**src/rtl/cpu_8bit_pkg.sv**
```systemverilog
// Shared types for the 8-bit A/B datapath micro-sequencer: instruction word layout,
// instruction classes and sequencer states.
package cpu_8bit_pkg;

    localparam int unsigned CLS_W   = 3;
    localparam int unsigned CLS_LSB = 13;
    localparam int unsigned CNT_W   = 4;

    typedef enum logic [CLS_W-1:0] {
        ClsNop   = 3'd0,
        ClsLda   = 3'd1,
        ClsLdb   = 3'd2,
        ClsAluA  = 3'd3,
        ClsAluB  = 3'd4,
        ClsMovAB = 3'd5,
        ClsMovBA = 3'd6,
        ClsIll   = 3'd7
    } instr_cls_e;

    typedef struct packed {
        instr_cls_e  cls;
        logic        use_carry;
        logic [3:0]  alu_op;
        logic [7:0]  imm;
    } instr_t;

    typedef enum logic [1:0] {
        StIdle,
        StSetup,
        StWrite,
        StDone
    } state_e;

    function automatic logic is_alu_cls(instr_cls_e cls);
        return (cls == ClsAluA) || (cls == ClsAluB);
    endfunction

endpackage

```
**src/rtl/cpu_8bit_bus_sel.sv**
```systemverilog
// Combinational decode of instruction class and sequencer state into the bus source,
// destination capture strobe and ALU flag update.
module cpu_8bit_bus_sel
    import cpu_8bit_pkg::*;
(
    input  instr_cls_e cls_i,
    input  state_e     state_i,
    output logic       src_imm_o,
    output logic       src_alu_o,
    output logic       src_a_o,
    output logic       src_b_o,
    output logic       dst_a_o,
    output logic       dst_b_o,
    output logic       flag_sel_o
);

    logic drive;
    logic write;

    // Source holds the bus through setup and the write edge; destination only on the write.
    assign drive = (state_i == StSetup) || (state_i == StWrite);
    assign write = (state_i == StWrite);

    always_comb begin
        src_imm_o  = 1'b0;
        src_alu_o  = 1'b0;
        src_a_o    = 1'b0;
        src_b_o    = 1'b0;
        dst_a_o    = 1'b0;
        dst_b_o    = 1'b0;
        flag_sel_o = 1'b0;
        unique case (cls_i)
            ClsLda: begin
                src_imm_o = drive;
                dst_a_o   = write;
            end
            ClsLdb: begin
                src_imm_o = drive;
                dst_b_o   = write;
            end
            ClsAluA: begin
                src_alu_o  = drive;
                dst_a_o    = write;
                flag_sel_o = write;
            end
            ClsAluB: begin
                src_alu_o  = drive;
                dst_b_o    = write;
                flag_sel_o = write;
            end
            ClsMovAB: begin
                src_a_o = drive;
                dst_b_o = write;
            end
            ClsMovBA: begin
                src_b_o = drive;
                dst_a_o = write;
            end
            ClsNop, ClsIll: begin
            end
        endcase
    end

endmodule

```
**src/rtl/cpu_8bit_seq_ctrl.sv**
```systemverilog
// Micro-sequencer: accepts one instruction per handshake and walks it through
// bus setup, a single write edge and a turnaround/retire cycle.
module cpu_8bit_seq_ctrl
    import cpu_8bit_pkg::*;
#(
    parameter int unsigned DATA_W    = 8,
    parameter int unsigned OP_W      = 4,
    parameter int unsigned INSTR_W   = 16,
    parameter int unsigned SETUP_CYC = 1
) (
    input  logic               i_clk,
    input  logic               i_rst,
    input  logic               i_instr_valid,
    output logic               o_instr_ready,
    input  logic [INSTR_W-1:0] i_instr,
    input  logic               i_co,
    output logic               o_a_wrtn,
    output logic               o_a_rdn,
    output logic               o_b_wrtn,
    output logic               o_b_rdn,
    output logic [OP_W-1:0]    o_alu_opcode,
    output logic               o_cin,
    output logic               o_alu_sel,
    output logic               o_alu_flag_sel,
    output logic               o_imm_oe,
    output logic [DATA_W-1:0]  o_imm_data,
    output logic               o_done,
    output logic               o_err
);

    localparam logic [CNT_W-1:0] CntLoad = CNT_W'(SETUP_CYC - 1);

    state_e           state_q, state_d;
    logic [CNT_W-1:0] cnt_q, cnt_d;
    instr_t           instr_q, instr_d;

    logic src_imm, src_alu, src_a, src_b;
    logic dst_a, dst_b, flag_sel;
    logic drive;

    always_ff @(posedge i_clk) begin
        if (i_rst) begin
            state_q <= StIdle;
            cnt_q   <= '0;
            instr_q <= '0;
        end else begin
            state_q <= state_d;
            cnt_q   <= cnt_d;
            instr_q <= instr_d;
        end
    end

    always_comb begin
        state_d       = state_q;
        cnt_d         = cnt_q;
        instr_d       = instr_q;
        o_instr_ready = 1'b0;
        o_done        = 1'b0;
        o_err         = 1'b0;
        unique case (state_q)
            StIdle: begin
                o_instr_ready = 1'b1;
                if (i_instr_valid) begin
                    instr_d = instr_t'(i_instr);
                    cnt_d   = CntLoad;
                    state_d = StSetup;
                end
            end
            StSetup: begin
                if (cnt_q == '0) begin
                    state_d = StWrite;
                end else begin
                    cnt_d = cnt_q - 1'b1;
                end
            end
            StWrite: begin
                state_d = StDone;
            end
            StDone: begin
                o_done  = 1'b1;
                o_err   = (instr_q.cls == ClsIll);
                state_d = StIdle;
            end
            default: begin
                state_d = StIdle;
            end
        endcase
    end

    cpu_8bit_bus_sel u_bus_sel (
        .cls_i      (instr_q.cls),
        .state_i    (state_q),
        .src_imm_o  (src_imm),
        .src_alu_o  (src_alu),
        .src_a_o    (src_a),
        .src_b_o    (src_b),
        .dst_a_o    (dst_a),
        .dst_b_o    (dst_b),
        .flag_sel_o (flag_sel)
    );

    assign drive = (state_q == StSetup) || (state_q == StWrite);

    always_comb begin
        o_a_rdn        = ~src_a;
        o_b_rdn        = ~src_b;
        o_a_wrtn       = ~dst_a;
        o_b_wrtn       = ~dst_b;
        o_alu_sel      = src_alu;
        o_imm_oe       = src_imm;
        o_alu_flag_sel = flag_sel & is_alu_cls(instr_q.cls);
        o_alu_opcode   = drive ? OP_W'(instr_q.alu_op) : '0;
        o_cin          = drive & instr_q.use_carry & i_co;
        // Immediate only reaches the bus driver while it actually owns the bus.
        o_imm_data     = src_imm ? DATA_W'(instr_q.imm) : '0;
    end

endmodule

```
**config.mk**
```make
export PLATFORM = sky130hd
export DESIGN_NAME = cpu_8bit_seq_ctrl
export DESIGN_NICKNAME = d
export VERILOG_FILES = /design/src/rtl/cpu_8bit_pkg.sv /design/src/rtl/cpu_8bit_bus_sel.sv /design/src/rtl/cpu_8bit_seq_ctrl.sv
export SDC_FILE = /design/constraint.sdc
export NUM_CORES = 1
export LEC_CHECK = 0
export ABC_AREA = 0
export ABC_CLOCK_PERIOD_IN_PS = 2100
export BUFFER_PORTS_ARGS = -buffer_cell sky130_fd_sc_hd__buf_2
export CAP_MARGIN = 10
export CORE_MARGIN = 8
export CORE_UTILIZATION = 48
export DETAILED_ROUTE_END_ITERATION = 16
export PLACE_DENSITY_LB_ADDON = 0.08
export SKIP_LAST_GASP = 1
export SYNTH_ARGS = -nofsm -noshare
export SYNTH_HDL_FRONTEND = slang
export SYNTH_SLANG_ARGS = --single-unit
```
**constraint.sdc**
```tcl
create_clock -name i_clk -period 2.1 [get_ports i_clk]
set_input_delay 0.21 -clock i_clk [delete_from_list [all_inputs] [get_ports i_clk]]
set_output_delay 0.21 -clock i_clk [all_outputs]
set_load 0.02 [all_outputs]
```
After elaboration in Yosys (flattened, before gate mapping)
Index checks and enable logic that the tools add are counted.
Cells by class
  $add $sub $neg: 1
  multiply operators: 0
  divide/modulo/power cells: 0
  magnitude comparators: 0
  equality and inequality tests: 13
  shift operators: 0
  mux-type cells: 18
  bitwise gates (word level): 7
  reduce and logical (&&, ||, !) cells: 12
Operator list (number)
  $eq 3x3->1 const B: 4
  $mux 4: 3
  $mux 1: 10
  $mux 8: 1
  $pmux 2 s4: 1
  $pmux 4 s2: 1
  $eq 3x2->1 const B: 2
  $ne 2x2->1 const B: 3
  $reduce_or 3->1: 2
  $eq 2x2->1 const B: 2
  $logic_not 4->1: 1
  $mux 2: 2
  $not 1->1: 4
  $reduce_and 2->1: 2
  $reduce_or 2->1: 2
  $sub 4x1->4 const B: 1
  $and 1x1->1: 3
  $eq 3x1->1 const B: 1
  $reduce_and 3->1: 1
  $eq 2x1->1 const B: 1
  $logic_not 2->1: 1
  $logic_or 1x1->1: 2
  $reduce_bool 2->1: 1
Word-level totals
  bits in registers: 22
  latch bits: 0
  memory bits (writable): 0
  ROM bits: 0
  input port bits: 20
  output and inout bits: 23
  word-level logic and storage cells: 57
  memories kept: 0

Longest topological paths before layout
  depth in word-level cells: 4
  mapped depth: 7
  mapped depth without buffers: 5

By module
Synthesis repeated with hierarchy kept, for this count alone.
Second synthesis, totals
  cell total of the unflattened synthesis: 157
  area, all modules: 1222.4 um^2
By module, submodules not included
  cpu_8bit_seq_ctrl: instances 1, cells each 139, area an instance 1108.6 um^2, sequential area each 440.4 um^2
  cpu_8bit_bus_sel: instances 1, cells each 18, area an instance 113.9 um^2, sequential area each 0.0 um^2

Least setup slack after synthesis
Ideal clock, no wire load.
  path kind: register to output
  start: register state_q[0]
  end: output o_imm_data[0]
  arrival time: 2.086 ns
  data required time: 1.890 ns
  setup slack: -0.196 ns
  cell stages (with the launch flop): 6
  path buffers: 1
  cells stage by stage: dfxtp_1 inv_1 ha_1 clkbuf_1 nor3b_1 and2_1
Between the ends
  word-level cells in the longest chain between the ends: 4
  elaborated cells between the ends (all ways): 5
  classes of those cells: eq/ne (2); mux (2); reduce/logical (1)
Ends and longest elaborated chain
  start: declaration: line cpu_8bit_seq_ctrl.sv:33  | state_e state_q, state_d;
  start signal: assignment: line cpu_8bit_seq_ctrl.sv:43  | state_q <= StIdle;
  start signal: assignment: line cpu_8bit_seq_ctrl.sv:47  | state_q <= state_d;
  $eq 2x1->1 / $eq 2x2->1 (equally long branches): line cpu_8bit_bus_sel.sv:21  | assign drive = (state_i == StSetup) || (state_i == StWrite);
  $logic_or 1x1->1 *: line cpu_8bit_bus_sel.sv:21
  $mux 1 *: line cpu_8bit_bus_sel.sv:32  | unique case (cls_i)
  via o_imm_oe: line cpu_8bit_seq_ctrl.sv:25  | output logic o_imm_oe,
  $mux 8 *: line cpu_8bit_seq_ctrl.sv:115  | o_imm_data = src_imm ? DATA_W'(instr_q.imm) : '0;
  end: declaration: line cpu_8bit_seq_ctrl.sv:26  | output logic [DATA_W-1:0] o_imm_data,
Mark *: on every way through the listed nets, which the timed path passes. The rest lies on a longest branch.

Final worst setup path
  start: register state_q[0]
  end: output o_imm_data[1]
Between the ends
  word-level cells in the longest chain between the ends: 4
  elaborated cells between the ends (all ways): 5
  classes of those cells: eq/ne (2); mux (2); reduce/logical (1)
Ends and longest elaborated chain (line)
  $eq 2x1->1 / $eq 2x2->1 (equally long branches): cpu_8bit_bus_sel.sv:21
  $logic_or 1x1->1 *: cpu_8bit_bus_sel.sv:21
  $mux 1 *: cpu_8bit_bus_sel.sv:32
  $mux 8 *: cpu_8bit_seq_ctrl.sv:115
Mark *: on every way between the ends. The rest lies on a longest branch, timed or not.

==> metrics.csv <==
stage,metric,value,unit
routing,post_drt_wl_per_cell,12.9,µm
sta,drv_slew,0,
pwr,sw_frac_of_total,39.1,%
placed_design,place.port_buffers,42,
routing,ant_nets,0,
sta,tns,0,ns
die,die_w,64.8,µm
setup_path,reg2reg_depth,5,
grt,grt.total_usage,12.6,%
setup_path,crit_slowest_cell,dfxtp_1,
cells_and_area,drive_above_1_share,28.9,%
die,die_h,64.8,µm
pwr,total_power,1.70,mW
clocking,cts_root_buffer,clkbuf_4,
grt,grt_antenna_before_repair,0,
clocking,clock_sinks,22,
clocking,clk_path_buf_depth,2,
placed_design,dp_hpwl,2050,µm
clocking,worstSkewPairLatency,0.30,ns
cells_and_area,antennaDiodeCount,0,
sta,worst_pin_slew,0.571,ns
sta,hold_viol_final,0,
pwr,pwr-share-seq,34.4,%
placed_design,dp_slack,0.318,ns
cells_and_area,fillers,210,
grt,grt-ovfl-total,0,
setup_path,crit_path_end_kind,output pin,
routing,drc,0,
sta,period_minus_slack,1.96,ns
setup_path,critical_path_required,1.89,ns
clocking,cts_tree,yes,
placed_design,routabilityCongestion,0.765,
logic_synthesis,synthCells,145,
setup_path,cp.arrival,1.75,ns
job,maxCapViolCount,0,
die,die_area,4200,µm²
grt,grt_pass1_vias,1029,
logic_synthesis,synthesis.area,1140,µm²
setup_path,start_kind,flop,
cells_and_area,finalNetCount,214,
routing,drtPass1Iterations,4,
setup_path,cpPeakStageDelay,0.43,ns
run_status,run_status,finished clean,
pwr,p_per_area,1160,nW/µm²
pwr,power.switching,0.664,mW
setup_path,crit_chain,inv_1 > ha_1 > nor3b_4 > and2_1 > buf_2,
clocking,cts_hold_buf,0,
die,initial_utilization,51.2,%
logic_synthesis,avgSynthCellArea,7.89,µm²
pwr,p_leak,0.669,nW
die,rows,17,
die,ios,43,
routing,routed_wirelength,2780,µm
placed_design,numPlacedInstances,210,
setup_path,path_max_fanout,5,
routing,vias_per_cell,5.10,
cells_and_area,area_delta_synth_final,27.6,%
clocking,numCtsBuffers,3,
setup_path,path_class,flop to output pin,
logic_synthesis,ys_warn_count,0,
sta,skew,0.00405,ns
logic_synthesis,ys_types,28,
sta,rsz0062_at_grt,false,
pwr,intPower,1.04,mW
sta,max_freq,510,MHz
pwr,power.share.combinational,46.8,%
sta,slew_headroom,62.0,%
clocking,cts.clk_slew.worst_paths,0.12,ns
sta,fin_ws,0.140,ns
setup_path,cp.depth,5,
grt,grt_pass1_wl,4460,µm
setup_path,path_buf_inv,2,
pwr,clkPwrFrac,18.8,%
die,core_area,2230,µm²
routing,drt_iter0_drc,77,
pwr,irDropWorstVdd,0.818,mV
grt,grt_max_degree,22,
setup_path,crit_family,simple AND/OR/NAND/NOR gates,
clocking,post-cts-setup-buffer-count,0,
logic_synthesis,yosysSeqAreaShare,38.5,%
cells_and_area,final_cells,215,
logic_synthesis,ys_ff_latch,22,
logic_synthesis,synth_nets,171,
min_path,hp-class,primary input to flop,
sta,fin_crit_sh,93.3,%
routing,vias,1096,
sta,setup_viol,0,
clocking,htree_levels,1,
min_path,min_path_cells,3,
metrics by stage:
step	area, µm²	util [%]	hold WS (ns)
after floorplan	1150	-	0.346
after global placement	1380	61.8	0.437
after detailed placement	1380	61.8	0.444
after CTS	1440	64.5	0.108
after global routing	1460	65.3	0.108
final	1460	65.3	0.124
routing by layer:
layer  up-vias  track usage, %  wire length [µm]
li1        571               -                 -
met5         -               0                 0
met1       478            14.9              1280
met4         0            4.90                 0
met2        47            20.4              1240
met3         0            4.30               263
registers in the layout, indices dropped and copies added, names as in the netlist:
register and flops:
cnt_q 4, instr_q 16, state_q 2
cells in the mapped netlist (all sizes together):
cell type  count  area share [%]
or4            1            0.66
clkbuf         6             2.0
buf            1            0.44
a211o          1            0.77
a21oi         20             8.8
nand3          1            0.44
nor3b          1            0.66
and3           1            0.55
and2          15             8.2
ha             6             6.6
nand4          1            0.55
o211a          1            0.88
or3b           1            0.77
o21ai          5             2.2
a21boi         1            0.66
mux2i          3             2.6
nand4b         1            0.77
nor2b          5             2.7
o31a           1            0.88
inv            5             1.6
xnor2          1            0.77
nand2         38              12
nand2b         1            0.55
dfxtp         22              39
or4b           3             2.6
mux2           1            0.98
nor2           1            0.33
and4bb         1             1.1
layout by cell type, fill, tap and decap left out:
cell type  synthesis  layout
or4b_1             3       3
bufinv_16          0       1
buf_2              1      42
a211o_1            1       1
nand3_1            1       1
a21oi_1           20      20
nor2_1             1       1
a21boi_0           1       1
nand2b_1           1       1
buf_4              0       2
mux2_2             1       1
xnor2_1            1       1
ha_1               6       6
mux2i_1            3       3
o21ai_0            5       5
nor2b_1            5       5
nor3b_4            0       2
nand2_1           38      38
nand4b_1           1       1
o31a_2             1       1
inv_1              5       5
and3_1             1       1
and2_1            15      15
or4_1              1       1
clkbuf_4           0       3
or3b_2             1       1
o211a_1            1       1
nand4_1            1       1
and4bb_2           1       1
dfxtp_1           22      22
cell type report:
class,instances,area [µm²],area share (%)
repair buffers,44,225,15.4
clock inverters,1,30.0,2.06
inverters,5,18.8,1.29
multi-input cells,112,687,47.1
flip-flops and latches,22,440,30.2
well taps,28,35.0,2.40
clock buffers,3,22.5,1.54
worst min-delay path, delay by kind of cell:
family	cells	cell delay, ns
buffers and inverters	1	0.09
AOI/OAI and AO/OA	1	0.05
and+or+nand+nor	1	0.04
what timing repair did:
item	CTS	global route
cloned	0	1
resized for setup	1	1
setup endpoints to repair	8	8
power by group through the flow:
stage,clock network [mW],logic [mW],registers (mW)
6_report,0.319,0.796,0.584
3_3_place_gp,0,0.728,0.583
2_1_floorplan,0,0.557,0.571
5_1_grt,0.345,0.879,0.601
3_5_place_dp,0,0.750,0.591
4_1_cts,0.335,0.771,0.582
logic make-up after synthesis:
group | count (synthesis) | share of synthesized area [%]
AND/OR/NAND/NOR | 71 | 32.4
flip-flops | 22 | 38.5
adder cells (fa/ha/maj) | 6 | 6.56
multiplexers | 4 | 3.61
XOR/XNOR | 1 | 0.766
AO/OA/AOI/OAI | 29 | 14.1
buffers and inverters | 12 | 4.05
final timing paths:
| path | from | slack, ns | to |
|---|---|---|---|
| worst min register to register | instr_q[5] | 0.46 | instr_q[5] |
| worst min-delay path | i_instr[5] | 0.12 | instr_q[5] |
| worst max-delay path | state_q[0] | 0.14 | o_imm_data[1] |
| worst max register to register | state_q[1] | 0.30 | cnt_q[3] |
(Power assumes the default switching activity.)
